<file path="src/rtl/reduce_gate_pipe.sv">
// Pipelined 4-ary reduction gate (OR/AND/XOR) with input bubbles and output invert.
// Optional sticky "Result was 1" flag built when REDUCE_GATE_STICKY_EN is defined.
module reduce_gate_pipe #(
    parameter int                INPUTS       = 21,
    parameter int                MODE         = 0,
    parameter logic [INPUTS-1:0] BubblesMask  = '0,
    parameter bit                OutputInvert = 1'b0
) (
    input  logic              Clock,
    input  logic              Reset,
    input  logic              ClockEnable,
    input  logic              In_Valid,
    input  logic [INPUTS-1:0] Inputs,
    input  logic              Clear,
    output logic              Result,
    output logic              Out_Valid,
    output logic              Sticky
);

    // Width of the operand vector after j tree levels.
    function automatic int lvl_w(input int n, input int j);
        int w;
        w = n;
        for (int i = 0; i < j; i++) begin
            w = (w + 3) / 4;
        end
        return w;
    endfunction

    // Number of tree levels, never fewer than one.
    function automatic int num_lvls(input int n);
        int w;
        int l;
        w = n;
        l = 0;
        while (w > 1) begin
            w = (w + 3) / 4;
            l++;
        end
        return (l < 1) ? 1 : l;
    endfunction

    // One 4-input group of the selected operator.
    function automatic logic red4(input logic [3:0] v);
        if (MODE == 1) begin
            return &v;
        end else if (MODE == 2) begin
            return ^v;
        end
        return |v;
    endfunction

    localparam int   L     = num_lvls(INPUTS);
    localparam logic IDENT = (MODE == 1);

    for (genvar j = 0; j < L; j++) begin : g_lvl
        localparam int WI = lvl_w(INPUTS, j);
        localparam int WO = lvl_w(INPUTS, j + 1);

        logic [WI-1:0]   w_in;
        logic            w_vin;
        logic [4*WO-1:0] w_pad;
        logic [WO-1:0]   w_red;
        logic [WO-1:0]   r_data;
        logic            r_vld;

        if (j == 0) begin : g_src
            assign w_in  = Inputs ^ BubblesMask;
            assign w_vin = In_Valid;
        end else begin : g_src
            assign w_in  = g_lvl[j-1].r_data;
            assign w_vin = g_lvl[j-1].r_vld;
        end

        // Pad the short last group with the operator identity, reduce in fours.
        always_comb begin
            w_pad = {(4*WO){IDENT}};
            w_pad[WI-1:0] = w_in;
            w_red = '0;
            for (int g = 0; g < WO; g++) begin
                w_red[g] = red4(w_pad[4*g +: 4]);
            end
            if (j == L - 1) begin
                w_red = w_red ^ {WO{OutputInvert}};
            end
        end

        // Level register with its valid bit; frozen when the pipe is stalled.
        always_ff @(posedge Clock) begin
            if (Reset) begin
                r_data <= '0;
                r_vld  <= 1'b0;
            end else if (ClockEnable) begin
                r_data <= w_red;
                r_vld  <= w_vin;
            end
        end
    end

    assign Result    = g_lvl[L-1].r_data[0];
    assign Out_Valid = g_lvl[L-1].r_vld;

`ifdef REDUCE_GATE_STICKY_EN
    logic r_sticky;

    // Latch any valid 1 on Result; a set event wins over Clear.
    always_ff @(posedge Clock) begin
        if (Reset) begin
            r_sticky <= 1'b0;
        end else if (ClockEnable) begin
            if (Out_Valid && Result) begin
                r_sticky <= 1'b1;
            end else if (Clear) begin
                r_sticky <= 1'b0;
            end
        end
    end

    assign Sticky = r_sticky;
`else
    logic w_unused_clear;

    assign w_unused_clear = Clear;
    assign Sticky         = 1'b0;
`endif

endmodule

</file>
<file path="config.mk">
export PLATFORM = sky130hd
export DESIGN_NAME = reduce_gate_pipe
export DESIGN_NICKNAME = d
export VERILOG_FILES = /design/src/rtl/reduce_gate_pipe.sv
export SDC_FILE = /design/constraint.sdc
export NUM_CORES = 1
export LEC_CHECK = 0
export BUFFER_PORTS_ARGS = -buffer_cell sky130_fd_sc_hd__buf_4
export CELL_PAD_IN_SITES_DETAIL_PLACEMENT = 0
export CELL_PAD_IN_SITES_GLOBAL_PLACEMENT = 1
export CORE_UTILIZATION = 27
export CTS_BUF_LIST = sky130_fd_sc_hd__clkbuf_16
export CTS_CLUSTER_DIAMETER = 100
export DETAILED_ROUTE_END_ITERATION = 8
export PLACE_DENSITY = 0.79
export SYNTH_ARGS = -nofsm -noshare
export SYNTH_HDL_FRONTEND = slang
export SYNTH_SLANG_ARGS = --single-unit
</file>
<file path="constraint.sdc">
create_clock -name Clock -period 0.9 [get_ports Clock]
set_input_delay 0.09 -clock Clock [delete_from_list [all_inputs] [get_ports Clock]]
set_output_delay 0.09 -clock Clock [all_outputs]
set_load 0.02 [all_outputs]
</file>
==> results.ini <==
[die]
coreArea_sq_um = 1560
ios = 29
dieArea_sq_um = 1890
start_util = 0.298
row_count = 14
die_h_microns = 43.5
die_x_microns = 43.5

[logic_synthesis]
postSynthCellCount = 49
syn_area_sq_um = 464
muxShareOfSynthArea = 0.0863
synth_top_family_by_area = simple AND/OR/NAND/NOR gates
synthSimpleGateAreaFrac = 0.194
ys_warn_count = 0
synth-compound-area-share = 0.129
synth.distinct_cells = 9
synth_xor_xnor_area_share = 0
syn_nets = 75
synthAdderAreaFrac = 0
ys_seq_elements = 12
ys_seq_area_frac = 0.518
avgSynthCellArea_sq_um = 9.47

[detailed_routing]
drt_drc_violations_left = 2
detail_route.wl_per_cell_microns = 9.97
vias = 422
drt-initial-drc-count = 5
ant_nets = 0
drt_pass1_iterations = 5
vias_per_cell = 4.69
wl_microns = 897

[worst_setup_path]
rr_endpoint = g_lvl[1].r_data[0]$_SDFFE_PP0P_
critical_path_class = flop to flop
critPathRequiredTime_ns = 1.01
reg2reg_slack_ns = 0.11
critPathCaptureType = flop
crit_arrival_ns = 0.90
r2r_cells = 2
r2r_start = g_lvl[0].r_data[3]$_SDFFE_PP0P_
critPathMaxFanout = 2
setup.worst_path.start_class = flop

[global_route]
grt.total_usage = 0.114
use_met2 = 0.185
antenna_found_initial = 0
overflow = 0
met1_usage = 0.126
grt-busiest-layer = met2
grt_pass1_vias = 403
grt_pass1_wl_mm = 1.55
grt_use_met3 = 0.0750
grt_max_degree = 21

[power]
power_leakage_nw = 0.327
power.density_nw_per_um2 = 2100
ir_drop_v = 0.00128
p_total_w = 0.00152

[timing]
finalSetupViolations = 0
finalCriticalPeriod_ns = 0.794
slew_viol_final = 0
tns_ns = 0
finClkSkew_ns = 0.000628
final_hold_viol_count = 0
rsz0062_at_grt = false
fin_crit_sh = 0.882
fmax_mhz = 1260

[layout]
most-common-layout-cells = 26 x buf_4, 14 x nor2_1, 12 x dfxtp_1
final_common_cell = buf_4
num_antenna_cells = 0
drive_above_1_share = 0.392
area_delta_synth_final_pct = 56.1
final_nets = 102

[cts]
ctsHoldBuffers = 0
root_buffer = clkbuf_16
cts_tree = yes
cts.sinks = 12
cts-buffers-inserted = 3
htreeDepth = 1
cts_setup_buffers = 0
clkLatencyLatePin_ns = 0.23
cts-resized-gates = 0
cts_buffer_depth = 2
path_clk_slew_ns = 0.04

[place]
dp_hpwl_microns = 683
gp_congestion = 0.610
io_buffers = 26

[outcome]
failed_checks = DRC
status = finished, violations left

[job]
timing.max_cap.violations = 0

[worst_hold_path]
hp-class = input pin to flop
min_path_cells = 3
hold_path_end = g_lvl[0].r_vld$_SDFFE_PP0P_
holdCritStartpoint = In_Valid

==> power breakdown <==
| part | internal (W) | leakage [nW] | total (W) | switching, W |
|---|---|---|---|---|
| Sequential | 0.000570 | 0.0996 | 0.000587 | 0.0000175 |
| Clock | 0.000575 | 0.0370 | 0.000771 | 0.000196 |
| Combinational | 0.000101 | 0.191 | 0.000165 | 0.0000641 |
==> worst max-delay path, stage by stage (launching register included) <==
cell and delay, ns:
dfxtp_1 0.31, nor4_1 0.26, a211oi_1 0.10
==> stage by stage <==
| stage | instance area, sq um | setup slack (ns) | util | std cells | hold WS, ns |
|---|---|---|---|---|---|
| 2_1_floorplan | 464 | 0.139 | - | 49 | 0.163 |
| 3_3_place_gp | 649 | 0.106 | 0.417 | 87 | 0.328 |
| 3_5_place_dp | 649 | 0.105 | 0.417 | 87 | 0.334 |
| 4_1_cts | 724 | 0.0995 | 0.465 | 90 | 0.0923 |
| 5_1_grt | 724 | 0.0228 | 0.465 | 90 | 0.114 |
| 6_report | 724 | 0.106 | 0.465 | 90 | 0.0919 |
==> Yosys cell counts <==
cell | instances | area, sq um
a211oi_1 | 8 | 60.1
buf_6 | 1 | 11.3
mux2i_1 | 4 | 40.0
nor4_1 | 6 | 37.5
nor2_1 | 14 | 52.6
dfxtp_1 | 12 | 240
conb_1 | 1 | 3.75
buf_4 | 2 | 15.0
clkbuf_1 | 1 | 3.75
==> area by class of cell <==
class | instances | area (sq um)
tap | 16 | 20.0
timing repair buffer | 26 | 195
sequential | 12 | 240
clock buffer | 3 | 75.1
multi-input combinational | 33 | 194
fill | 156 | 835
==> metal layers <==
layer	vias up	routed length [microns]
met3	0	65
met5	-	0
met4	0	0
met2	11	445
li1	229	-
met1	182	386
==> worst max path at each step <==
stage	start	endpoint	slack, ns	cells past startpoint
global route	g_lvl[0].r_data[3]$_SDFFE_PP0P_	g_lvl[1].r_data[0]$_SDFFE_PP0P_	0.02	2
CTS	g_lvl[0].r_data[3]$_SDFFE_PP0P_	g_lvl[1].r_data[0]$_SDFFE_PP0P_	0.1	2
finish	g_lvl[0].r_data[3]$_SDFFE_PP0P_	g_lvl[1].r_data[0]$_SDFFE_PP0P_	0.11	2
floorplan	g_lvl[0].r_data[3]$_SDFFE_PP0P_	g_lvl[1].r_data[0]$_SDFFE_PP0P_	0.14	2
detailed placement	g_lvl[0].r_data[3]$_SDFFE_PP0P_	g_lvl[1].r_data[0]$_SDFFE_PP0P_	0.10	2
global placement	g_lvl[0].r_data[3]$_SDFFE_PP0P_	g_lvl[1].r_data[0]$_SDFFE_PP0P_	0.11	2
==> sequential cells by signal, indices dropped and copies added, names as in the netlist <==
name          count
Result            1
Out_Valid         1
g_lvl.r_data      8
g_lvl.r_vld       2
==> kinds of logic (layout without fill, tap and decap cells) <==
family / count (synthesis) / in the layout
flops: 12 / 12
simple gates: 20 / 20
other cells: 1 / 1
compound gates: 8 / 8
mux: 4 / 4
buf+inv: 4 / 29
(Power assumes the default switching activity.)
